**config.mk**
```make
export PLATFORM = sky130hd
export DESIGN_NAME = ram_arbiter
export DESIGN_NICKNAME = d
export VERILOG_FILES = /design/src/rtl/computer_pkg.sv /design/src/rtl/ram_arbiter.sv
export SDC_FILE = /design/constraint.sdc
export NUM_CORES = 1
export LEC_CHECK = 0
export ABC_AREA = 1
export CORE_UTILIZATION = 29
export CTS_BUF_LIST = sky130_fd_sc_hd__clkbuf_8 sky130_fd_sc_hd__clkbuf_16
export CTS_CLUSTER_SIZE = 40
export DETAILED_ROUTE_END_ITERATION = 6
export PLACE_DENSITY = 0.8
export SLEW_MARGIN = 20
export SYNTH_ARGS = -nofsm -noshare
export SYNTH_HDL_FRONTEND = slang
export SYNTH_SLANG_ARGS = --single-unit
```
**constraint.sdc**
```tcl
create_clock -name clk -period 1.6 [get_ports clk]
set_clock_uncertainty 0.1 [all_clocks]
set_input_delay 0.32 -clock clk [delete_from_list [all_inputs] [get_ports clk]]
set_output_delay 0.32 -clock clk [all_outputs]
set_load 0.005 [all_outputs]
```
**src/rtl/computer_pkg.sv**
```systemverilog
// ---------------------------------------------------------------------------
// computer_pkg
//   Shared constants for the 65C02 computer: main RAM geometry, the CPU
//   address map, and the state encoding of the RAM arbiter FSM.
//   No ports; imported by the arbiter and by anything decoding the map.
// ---------------------------------------------------------------------------
package computer_pkg;

    // Main RAM (spram32k8) geometry
    localparam int RAM_AW = 15;
    localparam int RAM_DW = 8;

    // CPU address map (16-bit CPU bus)
    localparam logic [15:0] RAM_BASE = 16'h0000;
    localparam logic [15:0] RAM_LAST = 16'h7FFF;
    localparam logic [15:0] IO_BASE  = 16'h8400;
    localparam logic [15:0] VDP_BASE = 16'hF7FC;
    localparam logic [15:0] VDP_LAST = 16'hF7FF;
    localparam logic [15:0] ROM_BASE = 16'hF800;
    localparam logic [15:0] ROM_LAST = 16'hFFFF;

    // RAM arbiter FSM: IDLE may issue a DMA access, ACK completes it
    typedef enum logic {
        ARB_IDLE = 1'b0,
        ARB_ACK  = 1'b1
    } arb_state_e;

    // RAM occupies the lower half of the CPU space
    function automatic logic is_ram_addr(input logic [15:0] addr);
        return (addr[15] == 1'b0);
    endfunction

endpackage

```
**src/rtl/ram_arbiter.sv**
```systemverilog
// ---------------------------------------------------------------------------
// ram_arbiter
//   Shares the single-port 32Kx8 main RAM between the 65C02 and one DMA
//   master on the memory clock. The CPU owns the RAM whenever its bus window
//   is active and it decodes to RAM; a pending DMA access is issued in any
//   cycle the CPU does not own the RAM, and acknowledged exactly one cycle
//   later when the registered RAM output is available.
//
//   clk, reset          memory clock, synchronous active-high reset
//   cpu_slot/cpu_sel    CPU bus window active / CPU address hits RAM
//   cpu_we/addr/wdata   CPU access; cpu_rdata is the registered read result
//   dma_req/we/addr/... DMA access, level request held until dma_ack
//   dma_ack/dma_rdata   one-cycle completion pulse and read data (held)
//   ram_*               to/from the synchronous RAM (1-cycle read latency)
// ---------------------------------------------------------------------------
module ram_arbiter
    import computer_pkg::*;
#(
    parameter int AW = RAM_AW,
    parameter int DW = RAM_DW
) (
    input  logic          clk,
    input  logic          reset,
    input  logic          cpu_slot,
    input  logic          cpu_sel,
    input  logic          cpu_we,
    input  logic [AW-1:0] cpu_addr,
    input  logic [DW-1:0] cpu_wdata,
    output logic [DW-1:0] cpu_rdata,
    input  logic          dma_req,
    input  logic          dma_we,
    input  logic [AW-1:0] dma_addr,
    input  logic [DW-1:0] dma_wdata,
    output logic          dma_ack,
    output logic [DW-1:0] dma_rdata,
    output logic [AW-1:0] ram_addr,
    output logic          ram_we,
    output logic [DW-1:0] ram_wdata,
    input  logic [DW-1:0] ram_rdata
);

    arb_state_e    state_q, state_d;
    logic          dma_rd_q, dma_rd_d;        // issued DMA access was a read
    logic [DW-1:0] dma_rdata_q, dma_rdata_d;
    logic          cpu_rd_q, cpu_rd_d;        // previous cycle was a CPU read
    logic [DW-1:0] cpu_rdata_q, cpu_rdata_d;
    logic          cpu_own;

    assign cpu_own = cpu_slot & cpu_sel;

    always_ff @(posedge clk) begin
        if (reset) begin
            state_q     <= ARB_IDLE;
            dma_rd_q    <= 1'b0;
            dma_rdata_q <= '0;
            cpu_rd_q    <= 1'b0;
            cpu_rdata_q <= '0;
        end else begin
            state_q     <= state_d;
            dma_rd_q    <= dma_rd_d;
            dma_rdata_q <= dma_rdata_d;
            cpu_rd_q    <= cpu_rd_d;
            cpu_rdata_q <= cpu_rdata_d;
        end
    end

    always_comb begin
        state_d     = state_q;
        dma_rd_d    = dma_rd_q;
        dma_rdata_d = dma_rdata_q;
        dma_ack     = 1'b0;
        // With no owner the RAM port idles on the CPU bus with writes off
        ram_addr    = cpu_addr;
        ram_wdata   = cpu_wdata;
        ram_we      = 1'b0;

        if (cpu_own) begin
            ram_we = cpu_we;
        end

        case (state_q)
            ARB_IDLE: begin
                if (dma_req && !cpu_own) begin
                    ram_addr  = dma_addr;
                    ram_wdata = dma_wdata;
                    ram_we    = dma_we;
                    dma_rd_d  = ~dma_we;
                    state_d   = ARB_ACK;
                end
            end
            ARB_ACK: begin
                // RAM output already holds the issued read, so the CPU may
                // use the port this cycle without disturbing the capture.
                dma_ack = 1'b1;
                if (dma_rd_q) begin
                    dma_rdata_d = ram_rdata;
                end
                state_d = ARB_IDLE;
            end
            default: state_d = ARB_IDLE;
        endcase

        // An access in flight during reset is dropped: no write, no ack
        if (reset) begin
            ram_we  = 1'b0;
            dma_ack = 1'b0;
        end
    end

    assign cpu_rd_d    = cpu_own & ~cpu_we;
    assign cpu_rdata_d = cpu_rd_q ? ram_rdata : cpu_rdata_q;

    assign cpu_rdata = cpu_rdata_q;
    assign dma_rdata = dma_rdata_q;

endmodule

```
==> out/qor.csv <==
metric;value;unit
status;complete, but fails checks;
failing checks;setup timing;
CP Launch Type;flip-flop;
worst setup path class;flip-flop to output port;
H-tree depth;1;
Leakage;1.09;nW
total nets after synthesis;221;
largest net degree at the start of global routing;25;
Final WS setup;-0.255;ns
Peak VDD IR;0.000448;V
Fin Setup TNS;-4.57;ns
Die Y;60.8;µm
Cell Area, Placed;2110;µm²
clk root buf;clkbuf_8;
Post-CTS Hold Fix Bufs;0;
via/cell ratio;4.28;
Slew Limit Fails;0;
via count of the first global-routing pass;1369;
die area;3690;µm²
Die Span X;60.8;µm
Worst-path clk slew;0.07;ns
DRT iter0 DRCs;62;
post-synthesis average cell area;6.26;µm²
Syn Std Cell Area;1000;µm²
CP delay by family, top;buffers and inverters;
Rows;20;
Synth top area share;38.0;%
Synth area leaders;dfxtp_1 (38%), nand2_1 (27%), nor2_1 (13%);
Max FO, Critical Path;6;
latest clock arrival within the worst-skew pair;0.24;ns
TritonCTS Buffers;3;
post-DP HPWL;2.88;mm
PortBufs;101;
RSZ-0062 raised after global routing;true;
Ports;102;
TritonCTS clock tree;done;
Ant. Diodes;0;
# setup viols final;24;
initial antenna violation count;0;
core footprint;3150;µm²
grt ovf;0;
Starting Density;31.7;%
Seq cells post-synth;19;
share of cells above drive strength 1;26.6;%
crit-path cells;inv_2, nand2_4, nor2_8, buf_12, buf_8, buf_6, nand2_2, nand2_1, buf_2;
Hold Crit Class;flip-flop to flip-flop;
global-route wire length before repair;5.87;mm
final net count;351;
drt wl/cell;11.2;µm
Final ANT Viol Nets;0;
Via Count;1424;
Max Cap Violations;0;
synth unique cells;18;
final worst-path cycle share;116;%
fillcell total;267;
clk sink count;19;
Worst slew margin;80.6;%
Worst Tran Pin Value;0.290;ns
Clock Tree Buf Depth;2;
P&R area growth vs syn;127;%
DRC Markers;0;
post-synthesis sequential area ratio;38.0;%
met3 Usage GRT;3.84;%
Mapped Cells;160;
area leader, netlist;dfxtp_1;
met1 Usage GRT;25.6;%
Post-Place Setup Slack;-0.718;ns
crit path DAT;1.43;ns
Pwr Density;573;nW/µm²
maximum clock rate;539;MHz
dpl cells;311;
min Tclk post-route;1.85;ns
GR Util All Layers;21.1;%
GPL Wtd Cong;0.760;
final count of hold timing violations;0;
met2 usage;38.0;%
Routed WL;3.74;mm
max incr delay on CP;0.33;ns
crit end category;output port;
Detailed Routing Iterations Pass 1;4;
YS warnings;0;
grt peak-use layer;met2;
CP Buf/Inv Count;5;
Slowest-stage cell, CP;dfxtp_2;
CP Data Required Time;1.18;ns
Finished Layout Cells;333;
Design Area, Final;2270;µm²
==> where the power goes <==
group	switching, W	leakage, nW	total (W)	internal [W]
sequential	0.00000971	0.155	0.000500	0.000490
combinational	0.000182	0.911	0.000496	0.000314
clock	0.000137	0.0269	0.000306	0.000170
total	0.000328	1.09	0.00130	0.000974
==> cell families (layout without fill, tap and decap cells) <==
| kind of cell | Yosys count | in the layout | share of synthesized area, % |
|---|---|---|---|
| and+or+nand+nor | 113 | 113 | 45.6 |
| DFF | 19 | 19 | 38.0 |
| buffers and inverters | 11 | 140 | 7.87 |
| AOI/OAI and AO/OA | 17 | 17 | 8.50 |
==> stage by stage <==
step	hold WS (ns)	total power (W)	util [%]
floorplan	0.287	0.000653	-
global placement	0.362	0.000977	66.9
detailed placement	0.377	0.000980	66.9
CTS	0.387	0.00129	70.4
global route	0.418	0.00139	72.1
finish	0.386	0.00130	72.1
==> synth_stat cells <==
library cell  number
inv_4              1
dfxtp_1           19
inv_2              3
nand2_1           72
nor2_1            35
nor3_1             1
nor2_8             1
inv_1              2
nand2_2            1
buf_2              1
a21oi_1            1
o21ai_0            8
nor2_2             1
buf_6              3
o21ai_1            8
buf_8              1
nand4_1            1
nand2_4            1
==> area by class of cell <==
class	count	area [µm²]	share of cell area, %
multi-input combinational	130	578	25.4
inverter	6	30.0	1.32
clock buffer	3	41.3	1.82
sequential	19	382	16.8
timing repair buffer	130	1180	52.0
tap	44	55.1	2.42
clock inverter	1	3.75	0.165
==> sequential cells by signal, indices dropped and copies added (netlist names) <==
register   flops
cpu_rdata      8
state_q        1
dma_rdata      8
dma_rd_q       1
cpu_rd_q       1
==> what timing repair did <==
item,4_1_cts,5_1_grt
setup buffers,14,4
endpoints found under the setup margin,25,24
resized for setup,116,11
pin swaps,18,8
==> placed cells by master, fill, tap and decap left out <==
master           instances
dlygate4sd2_1            4
nand4_1                  1
dfxtp_2                  1
buf_2                   21
nor2_1                  35
clkdlybuf4s15_1          2
o21ai_1                  8
inv_8                    1
inv_2                    3
a21oi_2                  1
o21ai_0                  8
clkbuf_2                 1
nor2_8                   1
clkbuf_8                 3
nor2_2                   1
nand2_4                  1
buf_4                   14
buf_8                    1
nand2_1                 59
clkdlybuf4s50_1         73
inv_1                    3
dfxtp_1                 18
nor3_1                   1
nand2_2                 14
buf_6                   13
buf_12                   1
==> routing by layer <==
layer | vias to the layer above | wire [µm]
met1 | 617 | 1470
met2 | 48 | 2080
met4 | 0 | 53
met5 | - | 0
met3 | 4 | 132
li1 | 755 | -
==> final timing paths <==
path	from	end	slack (ns)	depth (start not counted)
setup / recovery	state_q	ram_addr[12]	-0.25	9
hold / removal	dma_rdata[5]	dma_rdata[5]	0.39	2
setup reg to reg	state_q	dma_rd_q	0.15	10
hold reg to reg	dma_rdata[5]	dma_rdata[5]	0.39	2
==> worst reg2reg max path, stage by stage (launching register included) <==
cell     delay, ns
dfxtp_2       0.33
inv_2         0.07
nand2_4       0.06
nor2_8        0.22
buf_12        0.15
buf_8         0.10
buf_6         0.09
buf_4         0.09
buf_4         0.09
nor2_1        0.03
nor2_1        0.08
Power figures use the tool's default switching activity.
